$ cat config.mk
export PLATFORM = sky130hd
export DESIGN_NAME = nexys_starship_monster_bank_flat
export DESIGN_NICKNAME = d
export VERILOG_FILES = /design/src/rtl/nexys_starship_monster_bank_pkg.sv /design/src/rtl/nexys_starship_monster_bank_if.sv /design/src/rtl/nexys_starship_monster_bank_lane.sv /design/src/rtl/nexys_starship_monster_bank.sv /design/src/flat_wrapper.sv
export SDC_FILE = /design/constraint.sdc
export NUM_CORES = 1
export LEC_CHECK = 0
export BUFFER_PORTS_ARGS = -buffer_cell sky130_fd_sc_hd__buf_2
export CORE_UTILIZATION = 60
export CTS_CLUSTER_SIZE = 28
export DETAILED_ROUTE_END_ITERATION = 8
export PLACE_DENSITY = 0.79
export SYNTH_ARGS = -nofsm -noshare
export SYNTH_HDL_FRONTEND = slang
export SYNTH_SLANG_ARGS = --single-unit
$ cat constraint.sdc
create_clock -name Clk -period 17.25 [get_ports Clk]
set_input_delay 2.5875 -clock Clk [delete_from_list [all_inputs] [get_ports Clk]]
set_output_delay 2.5875 -clock Clk [all_outputs]
set_load 0.01 [all_outputs]
$ cat src/rtl/nexys_starship_monster_bank_pkg.sv
// Shared types and helpers for the Nexys Starship monster bank.
// Latency: n/a (types and pure functions only).
// Backpressure: n/a.
package nexys_starship_pkg;

  typedef enum logic [2:0] {
    L_INIT  = 3'b001,
    L_EMPTY = 3'b010,
    L_FULL  = 3'b100
  } lane_state_t;

  typedef enum logic [1:0] {
    G_INIT = 2'd0,
    G_PLAY = 2'd1,
    G_OVER = 2'd2
  } game_state_t;

  // Timeout shrinks with level but never below the floor; the product is
  // formed 64 bits wide so a large level cannot wrap the subtraction.
  function automatic logic [31:0] eff_timeout(input logic [31:0] lvl,
                                              input logic [31:0] base,
                                              input logic [31:0] step,
                                              input logic [31:0] floor_t);
    logic [63:0] dec;
    dec = 64'(lvl) * 64'(step);
    if (dec >= 64'(base)) return floor_t;
    if ((base - dec[31:0]) > floor_t) return base - dec[31:0];
    return floor_t;
  endfunction

  // Warn threshold is timeout minus the warn window, clamped at zero.
  function automatic logic [31:0] warn_threshold(input logic [31:0] t,
                                                 input logic [31:0] w);
    return (t > w) ? (t - w) : 32'd0;
  endfunction

  function automatic logic [31:0] popcount(input logic [63:0] v);
    logic [31:0] n;
    n = 32'd0;
    for (int i = 0; i < 64; i++) n = n + 32'(v[i]);
    return n;
  endfunction

endpackage

$ cat src/rtl/nexys_starship_monster_bank_if.sv
// Game-controller side bundle of the monster bank: controls in, lane status out.
// Latency: n/a (wiring only).
// Backpressure: none; all signals are level or strobe.
interface nexys_starship_monster_bank_if #(
  parameter int N_LANES = 4,
  parameter int LVL_W   = 3,
  parameter int CNT_W   = 8
);
  localparam int AC_W = $clog2(N_LANES + 1);

  logic               tick;
  logic               play_flag;
  logic               gameover_ctrl;
  logic [LVL_W-1:0]   level;
  logic [N_LANES-1:0] lane_random;
  logic [N_LANES-1:0] lane_shield;
  logic [N_LANES-1:0] monster;
  logic [N_LANES-1:0] q_init;
  logic [N_LANES-1:0] q_empty;
  logic [N_LANES-1:0] q_full;
  logic [N_LANES-1:0] warn;
  logic [AC_W-1:0]    active_count;
  logic [CNT_W-1:0]   defeated_count;
  logic               gameover;
  logic [N_LANES-1:0] gameover_lane;

  modport master (
    output tick, play_flag, gameover_ctrl, level, lane_random, lane_shield,
    input  monster, q_init, q_empty, q_full, warn, active_count,
           defeated_count, gameover, gameover_lane
  );

  modport slave (
    input  tick, play_flag, gameover_ctrl, level, lane_random, lane_shield,
    output monster, q_init, q_empty, q_full, warn, active_count,
           defeated_count, gameover, gameover_lane
  );
endinterface

$ cat src/rtl/nexys_starship_monster_bank_lane.sv
// One monster terminal: INIT/EMPTY/FULL machine with spawn delay, timeout timer and warn flag.
// Latency: state and warn registered, one Clk; expire_* are combinational from registered timer.
// Backpressure: none; spawns only when the bank grants, force_init overrides everything.
module nexys_starship_lane
  import nexys_starship_pkg::*;
#(
  parameter int TMR_W       = 8,
  parameter int SPAWN_DELAY = 1
) (
  input  logic        clk,
  input  logic        rst_n,
  input  logic        tick,
  input  logic        force_init,
  input  logic        spawn_grant,
  input  logic        shield,
  input  logic [31:0] timeout,
  input  logic [31:0] warn_thr,
  output logic        armed,
  output logic        expire_ok,
  output logic        expire_fault,
  output logic        q_init,
  output logic        q_empty,
  output logic        q_full,
  output logic        warn
);
  localparam logic [TMR_W-1:0] TMR_MAX = '1;

  lane_state_t      state, nxt_state;
  logic [TMR_W-1:0] timer, nxt_timer;
  logic [TMR_W-1:0] delay, nxt_delay;
  logic             expire;

  assign expire       = (state == L_FULL) && (32'(timer) >= timeout);
  assign expire_ok    = expire && shield;
  assign expire_fault = expire && !shield;
  assign armed        = (state == L_EMPTY) && (32'(delay) >= 32'(SPAWN_DELAY));
  assign q_init       = state[0];
  assign q_empty      = state[1];
  assign q_full       = state[2];

  // Next-state: spawn wins over a same-cycle tick, so a fresh monster starts at timer 0.
  always_comb begin
    nxt_state = state;
    nxt_timer = timer;
    nxt_delay = delay;
    if (force_init) begin
      nxt_state = L_INIT;
      nxt_timer = '0;
      nxt_delay = '0;
    end else begin
      unique case (state)
        L_INIT: begin
          nxt_state = L_EMPTY;
          nxt_timer = '0;
          nxt_delay = '0;
        end
        L_EMPTY: begin
          if (spawn_grant) begin
            nxt_state = L_FULL;
            nxt_timer = '0;
            nxt_delay = '0;
          end else if (tick && delay != TMR_MAX) begin
            nxt_delay = delay + 1'b1;
          end
        end
        L_FULL: begin
          if (expire_ok) begin
            nxt_state = L_EMPTY;
            nxt_timer = '0;
            nxt_delay = '0;
          end else if (tick && timer != TMR_MAX) begin
            nxt_timer = timer + 1'b1;
          end
        end
        default: nxt_state = L_INIT;
      endcase
    end
  end

  // Register lane state; warn is derived from next values so it lines up with the timer.
  always_ff @(posedge clk or negedge rst_n) begin
    if (!rst_n) begin
      state <= L_INIT;
      timer <= '0;
      delay <= '0;
      warn  <= 1'b0;
    end else begin
      state <= nxt_state;
      timer <= nxt_timer;
      delay <= nxt_delay;
      warn  <= (nxt_state == L_FULL) && (32'(nxt_timer) >= warn_thr);
    end
  end
endmodule

$ cat src/rtl/nexys_starship_monster_bank.sv
// N-lane monster bank: global game FSM, lowest-index spawn arbiter with cap, defeat/gameover bookkeeping.
// Latency: every output registered, one Clk from cause to effect.
// Backpressure: spawn requests beyond the free-slot budget stay armed and retry next cycle.
module nexys_starship_monster_bank
  import nexys_starship_pkg::*;
#(
  parameter int N_LANES      = 4,
  parameter int TMR_W        = 8,
  parameter int BASE_TIMEOUT = 12,
  parameter int LEVEL_STEP   = 2,
  parameter int MIN_TIMEOUT  = 4,
  parameter int SPAWN_DELAY  = 1,
  parameter int MAX_ACTIVE   = 3,
  parameter int WARN_TICKS   = 3,
  parameter int LVL_W        = 3,
  parameter int CNT_W        = 8
) (
  input logic                           Clk,
  input logic                           Reset_n,
  nexys_starship_monster_bank_if.slave  bus
);
  localparam int               AC_W    = $clog2(N_LANES + 1);
  localparam logic [CNT_W-1:0] CNT_MAX = '1;

  game_state_t        gstate;
  logic [LVL_W-1:0]   lvl;
  logic [31:0]        tmo, wthr;
  logic               enter_play, go_over, force_init;
  logic [N_LANES-1:0] armed, exp_ok, exp_fault, grant, next_full;
  logic [N_LANES-1:0] q_init, q_empty, q_full, warn;
  logic [AC_W-1:0]    active_count;
  logic [CNT_W-1:0]   defeated_count, dc_next;
  logic               gameover;
  logic [N_LANES-1:0] gameover_lane;
  logic [63:0]        dc_sum;

  assign lvl  = bus.level;
  assign tmo  = eff_timeout(32'(lvl), 32'(BASE_TIMEOUT), 32'(LEVEL_STEP), 32'(MIN_TIMEOUT));
  assign wthr = warn_threshold(tmo, 32'(WARN_TICKS));

  // Lanes run only while the game is (or is becoming) live; any other cycle pins them to INIT.
  assign enter_play = (gstate == G_INIT) && bus.play_flag;
  assign go_over    = (gstate == G_PLAY) && ((|exp_fault) || bus.gameover_ctrl);
  assign force_init = !(enter_play || ((gstate == G_PLAY) && !go_over));

  for (genvar i = 0; i < N_LANES; i++) begin : g_lane
    nexys_starship_lane #(
      .TMR_W       (TMR_W),
      .SPAWN_DELAY (SPAWN_DELAY)
    ) u_lane (
      .clk          (Clk),
      .rst_n        (Reset_n),
      .tick         (bus.tick),
      .force_init   (force_init),
      .spawn_grant  (grant[i]),
      .shield       (bus.lane_shield[i]),
      .timeout      (tmo),
      .warn_thr     (wthr),
      .armed        (armed[i]),
      .expire_ok    (exp_ok[i]),
      .expire_fault (exp_fault[i]),
      .q_init       (q_init[i]),
      .q_empty      (q_empty[i]),
      .q_full       (q_full[i]),
      .warn         (warn[i])
    );
  end

  // Arbiter: budget excludes lanes leaving FULL this cycle, so freed slots reopen next Clk.
  always_comb begin
    logic [31:0] leaving, used, slots;
    leaving = popcount(64'(exp_ok | exp_fault));
    slots   = 32'd0;
    if (32'(MAX_ACTIVE) > 32'(active_count) + leaving)
      slots = 32'(MAX_ACTIVE) - 32'(active_count) - leaving;
    used  = 32'd0;
    grant = '0;
    for (int i = 0; i < N_LANES; i++) begin
      if (!force_init && armed[i] && bus.lane_random[i] && (used < slots)) begin
        grant[i] = 1'b1;
        used     = used + 32'd1;
      end
    end
  end

  assign next_full = force_init ? '0 : ((q_full & ~exp_ok) | grant);
  assign dc_sum    = 64'(defeated_count) + 64'(popcount(64'(exp_ok)));
  assign dc_next   = (dc_sum > 64'(CNT_MAX)) ? CNT_MAX : CNT_W'(dc_sum);

  // Global game FSM with its registered bookkeeping outputs.
  always_ff @(posedge Clk or negedge Reset_n) begin
    if (!Reset_n) begin
      gstate         <= G_INIT;
      gameover       <= 1'b0;
      gameover_lane  <= '0;
      defeated_count <= '0;
      active_count   <= '0;
    end else begin
      active_count <= AC_W'(popcount(64'(next_full)));
      unique case (gstate)
        G_INIT: begin
          if (bus.play_flag) begin
            gstate         <= G_PLAY;
            defeated_count <= '0;
            gameover_lane  <= '0;
          end
        end
        G_PLAY: begin
          defeated_count <= dc_next;
          gameover_lane  <= gameover_lane | exp_fault;
          if (go_over) begin
            gstate   <= G_OVER;
            gameover <= 1'b1;
          end
        end
        G_OVER: begin
          if (!bus.play_flag) begin
            gstate   <= G_INIT;
            gameover <= 1'b0;
          end
        end
        default: begin
          gstate   <= G_INIT;
          gameover <= 1'b0;
        end
      endcase
    end
  end

  assign bus.monster        = q_full;
  assign bus.q_init         = q_init;
  assign bus.q_empty        = q_empty;
  assign bus.q_full         = q_full;
  assign bus.warn           = warn;
  assign bus.active_count   = active_count;
  assign bus.defeated_count = defeated_count;
  assign bus.gameover       = gameover;
  assign bus.gameover_lane  = gameover_lane;
endmodule
$ cat src/flat_wrapper.sv
// flat-port wrapper written by rule: the top's interface ports become plain ports
module nexys_starship_monster_bank_flat import nexys_starship_pkg::*;
#(
  parameter int N_LANES      = 4,
  parameter int TMR_W        = 8,
  parameter int BASE_TIMEOUT = 12,
  parameter int LEVEL_STEP   = 2,
  parameter int MIN_TIMEOUT  = 4,
  parameter int SPAWN_DELAY  = 1,
  parameter int MAX_ACTIVE   = 3,
  parameter int WARN_TICKS   = 3,
  parameter int LVL_W        = 3,
  parameter int CNT_W        = 8
)
  (Clk, Reset_n, bus_tick, bus_play_flag, bus_gameover_ctrl, bus_level, bus_lane_random, bus_lane_shield, bus_monster, bus_q_init, bus_q_empty, bus_q_full, bus_warn, bus_active_count, bus_defeated_count, bus_gameover, bus_gameover_lane);
  nexys_starship_monster_bank_if #(.N_LANES(N_LANES), .LVL_W(LVL_W), .CNT_W(CNT_W)) bus_i ();
  input logic Clk;
  input logic Reset_n;
  input wire logic [$bits(bus_i.tick)-1:0] bus_tick;
  input wire logic [$bits(bus_i.play_flag)-1:0] bus_play_flag;
  input wire logic [$bits(bus_i.gameover_ctrl)-1:0] bus_gameover_ctrl;
  input wire logic [$bits(bus_i.level)-1:0] bus_level;
  input wire logic [$bits(bus_i.lane_random)-1:0] bus_lane_random;
  input wire logic [$bits(bus_i.lane_shield)-1:0] bus_lane_shield;
  output wire logic [$bits(bus_i.monster)-1:0] bus_monster;
  output wire logic [$bits(bus_i.q_init)-1:0] bus_q_init;
  output wire logic [$bits(bus_i.q_empty)-1:0] bus_q_empty;
  output wire logic [$bits(bus_i.q_full)-1:0] bus_q_full;
  output wire logic [$bits(bus_i.warn)-1:0] bus_warn;
  output wire logic [$bits(bus_i.active_count)-1:0] bus_active_count;
  output wire logic [$bits(bus_i.defeated_count)-1:0] bus_defeated_count;
  output wire logic [$bits(bus_i.gameover)-1:0] bus_gameover;
  output wire logic [$bits(bus_i.gameover_lane)-1:0] bus_gameover_lane;
  assign bus_i.tick = bus_tick;
  assign bus_i.play_flag = bus_play_flag;
  assign bus_i.gameover_ctrl = bus_gameover_ctrl;
  assign bus_i.level = bus_level;
  assign bus_i.lane_random = bus_lane_random;
  assign bus_i.lane_shield = bus_lane_shield;
  assign bus_monster = bus_i.monster;
  assign bus_q_init = bus_i.q_init;
  assign bus_q_empty = bus_i.q_empty;
  assign bus_q_full = bus_i.q_full;
  assign bus_warn = bus_i.warn;
  assign bus_active_count = bus_i.active_count;
  assign bus_defeated_count = bus_i.defeated_count;
  assign bus_gameover = bus_i.gameover;
  assign bus_gameover_lane = bus_i.gameover_lane;
  nexys_starship_monster_bank #(.N_LANES(N_LANES), .TMR_W(TMR_W), .BASE_TIMEOUT(BASE_TIMEOUT), .LEVEL_STEP(LEVEL_STEP), .MIN_TIMEOUT(MIN_TIMEOUT), .SPAWN_DELAY(SPAWN_DELAY), .MAX_ACTIVE(MAX_ACTIVE), .WARN_TICKS(WARN_TICKS), .LVL_W(LVL_W), .CNT_W(CNT_W)) u_core (.Clk(Clk), .Reset_n(Reset_n), .bus(bus_i));
endmodule
==> results of run 1 <==
per-layer routing:
metal	up-vias	GRT usage	wire [um]
li1	3475	-	-
met1	3349	0.387	8860
met5	-	0	0
met4	0	0.125	546
met2	214	0.451	8560
met3	34	0.0389	870
power by group through the flow:
stage	logic [mW]	registers, mW	clock network [mW]
floorplan	0.162	0.265	0
global placement	0.207	0.269	0
detailed placement	0.210	0.269	0
CTS	0.211	0.265	0.185
global route	0.237	0.267	0.195
finish	0.213	0.265	0.183
Yosys cell counts, types with 4 or more instances:
master	n	area [um^2]
a21oi_1	68	340
o21ai_0	64	320
a22oi_1	4	30.0
clkbuf_1	10	37.5
dfstp_2	4	105
and3_1	20	125
a31o_2	4	35.0
fa_1	6	120
a21o_1	36	270
buf_2	4	20.0
or2_2	8	50.1
nor4b_1	4	35.0
or3_1	7	43.8
mux2i_1	7	70.1
nand4_1	10	62.6
nor4_1	4	25.0
xor2_1	4	35.0
nand3_1	39	195
and2_1	7	43.8
nand2_1	94	353
a311oi_1	11	96.3
buf_4	22	165
inv_1	49	184
o22ai_1	5	31.3
and3_2	5	37.5
a31oi_1	18	113
nor3_1	10	50.1
o31ai_1	6	45.0
o21ai_1	4	20.0
o21a_1	6	45.0
or4_1	6	45.0
dfrtp_1	94	2350
nor2b_1	16	100
nor2_1	77	289
o211ai_1	7	52.6
nand2b_1	19	119
ha_1	100	1250
flip-flops by register name (all words and copies together), names as in the netlist:
name	cells
u_core.bus.active_count	3
u_core.bus.defeated_count	8
u_core.bus.gameover	1
u_core.bus.gameover_lane	4
u_core.g_lane.u_lane.delay	32
u_core.g_lane.u_lane.state	12
u_core.g_lane.u_lane.timer	32
u_core.g_lane.u_lane.warn	4
u_core.gstate	2
path summary, 6_finish.rpt:
check | from | endpoint | slack, ns | cells after the start
worst max-delay path | bus_level[0] | u_core.g_lane[3].u_lane.warn | 5.43 | 48
worst min-delay path | u_core.bus.defeated_count[6] | u_core.bus.defeated_count[6] | 0.51 | 1
worst max register to register | u_core.g_lane[1].u_lane.timer[5] | u_core.g_lane[3].u_lane.warn | 8.33 | 42
worst min register to register | u_core.bus.defeated_count[6] | u_core.bus.defeated_count[6] | 0.51 | 1
max in group asynchronous | Reset_n | u_core.g_lane[3].u_lane.timer[6] | 13.90 | 2
min in group asynchronous | Reset_n | u_core.g_lane[2].u_lane.delay[4] | 2.18 | 1
per-stage QoR:
step / power [mW] / util / setup slack, ns
finish: 0.661 / 0.674 / 5.43
global route: 0.699 / 0.674 / 4.74
CTS: 0.661 / 0.674 / 5.51
detailed placement: 0.479 / 0.654 / 5.15
global placement: 0.476 / 0.654 / 5.42
floorplan: 0.427 / - / 6.25
cell type report:
cell class / instances / area (um^2) / share of cell area
repair buffers: 55 / 288 / 0.0334
well taps: 172 / 215 / 0.0250
multi-input cells: 771 / 5200 / 0.605
flip-flops and latches: 98 / 2460 / 0.286
clock buffers: 16 / 251 / 0.0292
inverters: 50 / 190 / 0.0221
critical path, delay by kind of cell:
| family | cells | cell delay (ns) |
|---|---|---|
| buffers and inverters | 5 | 0.40 |
| adders and majority gates | 10 | 3.07 |
| AOI/OAI and AO/OA | 22 | 4.15 |
| and+or+nand+nor | 11 | 1.83 |
cells by family after synthesis:
logic type,synth area share
compound gates,0.220
mux,0.0116
other cells,0.000470
simple gates,0.229
flops,0.308
fa+ha+maj,0.172
buf+inv,0.0531
xor+xnor,0.00658
==> out/qor.yml, run 1 <==
vias_per_cell: 6.09
path_class: "primary input to flip-flop"
drt_first_pass_iters: 5
cpMaxStageDelayCell: "o41ai_1"
critPathArrivalTime_ns: 12.05
dieWidth_um: 117
drt_iter0_markers: 677
synthDistinctLibCells: 81
pwr-share-comb: 0.321
cts_buffer_depth: 2
cts_resized: 0
diodes: 0
setup_viol: 0
worst-path-max-fanout: 9
numCtsBuffers: 9
worstPathRequired_ns: 17.48
grt_pass1_vias: 6606
drcViolationCount: 0
dieArea_um2: 13800
syn_area_per_cell_um2: 8.58
startpoint_type: "primary input"
hp-class: "flip-flop to flip-flop"
ctsHoldBuffers: 0
numPortBuffers: 51
p_switching_mw: 0.254
finalSetupTns_ns: 0
layout_common_cells: "100 x ha_1, 94 x nand2_1, 94 x dfrtp_1"
fin_crit_sh: 0.685
clock.fmax_mhz: 84.6
cts_sinks: 98
rsz0062_at_grt: "no"
wl_um: 18800
ios: 52
synth_ff_type: "dfrtp_1"
p_clk_frac: 0.277
p_sw_frac: 0.385
postSynthCellCount: 931
grt_max_degree: 65
cts_tree: "built"
ir_drop_mv: 0.0543
ant_nets: 0
synth_edf_count: 0
finalHoldViolations: 0
p_int_mw: 0.407
fp.dieH_um: 117
dpl_cell_area_um2: 8360
drv_cap: 0
drive_above_1_share: 0.110
final_nets: 1107
powerDensity_nw_per_um2: 76.8
post-route-min-period_ns: 11.82
coreArea_um2: 12800
synth-seq-area-share: 0.308
nFillCells: 1046
path_common_cell: "ha_1"
grt.total_usage: 0.284
root_buffer: "clkbuf_16"
clkTransAtPathRegs_ns: 0.07
seq_power_share: 0.401
maxSlewViolCount: 0
wl_per_cell_um: 16.2
overflow: 0
hold_ws_ns: 0.505
dp_cells: 1146
worst_pin_slew_ns: 0.837
critical_path.max_stage_delay_ns: 0.54
synth_seq_cells: 98
async_reset_ff_frac: 1.00
outcome: "completed"
syn-cell-area_um2: 7990
max_slew_margin: 0.441
h-tree-depth: 3
area_delta_synth_final_pct: 7.79
cp-end-kind: "flip-flop"
dp_hpwl_um: 14000
antenna_found_initial: 0
power.leakage_nw: 4.33
yosysWarnings: 0
fin_cells: 1162
post_cts_buffers: 0
clk_latency_ns: 0.35
start_util: 0.625
clock_skew_ns: 0.00753
grt_pass1_wl_um: 31500
final_common_cell: "ha_1"
final_cell_area_um2: 8610
num_vias: 7072
gp_routability_congestion: 0.883
placementRows: 41
(Power assumes the default switching activity.)
==> run 2, diff against run 1 <==
--- a/config.mk
+++ b/config.mk
@@ -6,10 +6,10 @@
 export NUM_CORES = 1
 export LEC_CHECK = 0
 export BUFFER_PORTS_ARGS = -buffer_cell sky130_fd_sc_hd__buf_2
-export CORE_UTILIZATION = 60
+export CORE_UTILIZATION = 56
 export CTS_CLUSTER_SIZE = 28
 export DETAILED_ROUTE_END_ITERATION = 8
-export PLACE_DENSITY = 0.79
+export PLACE_DENSITY = 0.77
 export SYNTH_ARGS = -nofsm -noshare
 export SYNTH_HDL_FRONTEND = slang
 export SYNTH_SLANG_ARGS = --single-unit
==> constraint.sdc (replaced) <==
create_clock -name Clk -period 10.3 [get_ports Clk]
set_input_delay 1.545 -clock Clk [delete_from_list [all_inputs] [get_ports Clk]]
set_output_delay 1.545 -clock Clk [all_outputs]
set_load 0.01 [all_outputs]
==> run 2 against run 1 <==
Compared with the run above:
- sequential share of layout area shrank 0.68 points
- count of clock-buffer cells in the layout fell by 6
- core utilization fell by 3.9 points
- largest power group unchanged
- first-iteration DRC count shrank 39%
- clock power increased by 92%
- global-route usage fell by 0.36 points
- sequential power rose by 66%
- critical path depth is 2 higher
- sequential cell count did not move
==> out/qor.yml, run 2 (synthesis gave the netlist of run 1 again) <==
outcome: "completed"
h-tree-depth: 3  # unchanged
numCtsBuffers: 9  # unchanged
root_buffer: "clkbuf_16"
maxSlewViolCount: 0  # unchanged
pwr-share-comb: 0.320  # about the same
setup_viol: 0  # unchanged
setup_slack_ns: 0.574  # -4.86 ns
grt_pass1_vias: 6812  # +3.1%
start_util: 0.575  # -0.0499
num_vias: 7153  # +1.1%
clkTransAtPathRegs_ns: 0.07  # about the same
ir_drop_mv: 0.106  # +94%
p_total_mw: 1.17  # +76%
vias_per_cell: 6.06  # -0.48%
cp-end-kind: "flip-flop"
area_delta_synth_final_pct: 10.4
clock_skew_ns: 0.0105  # +0.00293 ns
final_cell_area_um2: 8820  # +2.4%
power.leakage_nw: 4.41  # +1.9%
gp_routability_congestion: 0.922  # +4.5%
p_clk_frac: 0.302  # +0.025
dp_hpwl_um: 14400  # +2.2%
critPathArrivalTime_ns: 9.96  # -2.09 ns
final_common_cell: "ha_1"
startpoint_type: "primary input"
dpl_cell_area_um2: 8430  # +0.93%
reg.largest.list: "u_core.g_lane.u_lane.delay (32), u_core.g_lane.u_lane.timer (32), u_core.g_lane.u_lane.state (12)"
placementRows: 43  # +4.9%
p_switching_mw: 0.445  # +75%
ant_nets: 0  # unchanged
drt_iter0_markers: 416  # -39%
cts_tree: "built"
worst-path-max-fanout: 4  # -5
path_common_cell: "ha_1"
layout_common_cells: "98 x ha_1, 94 x nand2_1, 94 x dfrtp_1"
critical_path.max_stage_delay_ns: 0.40  # -0.14 ns
cts_sinks: 98  # unchanged
dp_cells: 1163  # +1.5%
p_int_mw: 0.722  # +77%
wl_um: 19500  # +3.6%
overflow: 0  # unchanged
final_nets: 1118  # +0.99%
fp.dieH_um: 121  # +3.5%
ios: 52  # unchanged
coreArea_um2: 13900  # +8.7%
fin_cells: 1181  # +1.6%
dieWidth_um: 121  # +3.5%
seq_power_share: 0.378  # -0.023
post-route-min-period_ns: 9.73
cpMaxStageDelayCell: "fa_1"
worstPathRequired_ns: 10.53  # -6.95 ns
diodes: 0  # unchanged
cts_buffer_depth: 2  # unchanged
max_slew_margin: 0.307  # -0.134
numPortBuffers: 51  # unchanged
drcViolationCount: 0  # unchanged
grt_max_degree: 59  # -9.2%
powerDensity_nw_per_um2: 132  # +72%
grt_pass1_wl_um: 32800  # +4.0%
fin_util: 0.635  # -0.0386
finalHoldViolations: 0  # unchanged
antenna_found_initial: 0  # unchanged
hp-class: "flip-flop to flip-flop"
dieArea_um2: 14700  # +7.0%
p_sw_frac: 0.381  # -0.00318
place_ws_ns: -0.0847  # -5.24 ns
grt.total_usage: 0.281  # -0.00364
drive_above_1_share: 0.137  # +0.0268
fin_crit_sh: 0.944
path_class: "primary input to flip-flop"
drv_cap: 0  # unchanged
wl_per_cell_um: 16.5  # +1.9%
worst_pin_slew_ns: 1.03  # +0.195 ns
drt_first_pass_iters: 5  # unchanged
clk_latency_ns: 0.36  # about the same
ctsHoldBuffers: 0  # unchanged
clock.fmax_mhz: 103
==> run 2: cell types whose count changed in the layout (fill, tap and decap cells not counted), moves of 2 or more <==
cell / delta
o21ai_1: +3
o21ai_0: -3
a31oi_1: -2
buf_4: +11
a21oi_2: +2
a21oi_1: -2
clkinvlp_4: +3
ha_4: +2
ha_1: -2
a31oi_2: +2
clkbuf_1: -7
==> run 2: final timing paths <==
check / startpoint / endpoint / slack, ns / depth (start not counted)
worst max-delay path: bus_level[0] / u_core.g_lane[3].u_lane.warn / 0.57 / 50
worst min-delay path: u_core.bus.gameover_lane[1] / u_core.bus.gameover_lane[1] / 0.51 / 2
worst max register to register: u_core.g_lane[1].u_lane.timer[5] / u_core.g_lane[3].u_lane.warn / 2.02 / 44
worst min register to register: u_core.bus.gameover_lane[1] / u_core.bus.gameover_lane[1] / 0.51 / 2
max in group asynchronous: Reset_n / u_core.g_lane[3].u_lane.timer[3] / 8.00 / 2
min in group asynchronous: Reset_n / u_core.g_lane[2].u_lane.delay[3] / 1.16 / 1
==> run 2: per-layer routing <==
metal	vias up	wire length, um	track usage
met3	26	1020	0.0362
met5	-	0	0
met2	181	9400	0.469
met4	0	330	0.0926
li1	3501	-	-
met1	3445	8770	0.374
==> run 2: what timing repair did <==
action	CTS	global route
hold endpoints to repair	0	0
endpoints found under the setup margin	0	2
resized for setup	0	13
setup buffers	0	2
==> run 2: cell type report <==
cell class                 count  area, um^2
multi-input combinational    771        5270
fill                        1226        5060
sequential                    98        2460
timing repair buffer          66         370
clock buffer                  10         239
tap                          180         225
inverter                      50         190
clock inverter                 6        66.3
==> run 2: power groups by stage <==
stage / registers [mW] / clock network (mW) / logic, mW
final: 0.441 / 0.352 / 0.373
after global routing: 0.446 / 0.375 / 0.416
after CTS: 0.441 / 0.359 / 0.369
after detailed placement: 0.448 / 0 / 0.367
after global placement: 0.447 / 0 / 0.363
after floorplan: 0.444 / 0 / 0.271
==> run 2: per-stage QoR <==
stage	hold WS [ns]	TNS (ns)
6_report	0.512	0
5_1_grt	0.541	-0.0537
4_1_cts	0.508	0
3_5_place_dp	0.490	-0.0847
3_3_place_gp	0.486	0
2_1_floorplan	0.468	0
==> run 2: critical path, delay by kind of cell <==
kind / cells / cell delay [ns]
adders and majority gates: 11 / 3.08
and+or+nand+nor: 12 / 1.82
AOI/OAI and AO/OA: 21 / 3.09
buffers and inverters: 6 / 0.40
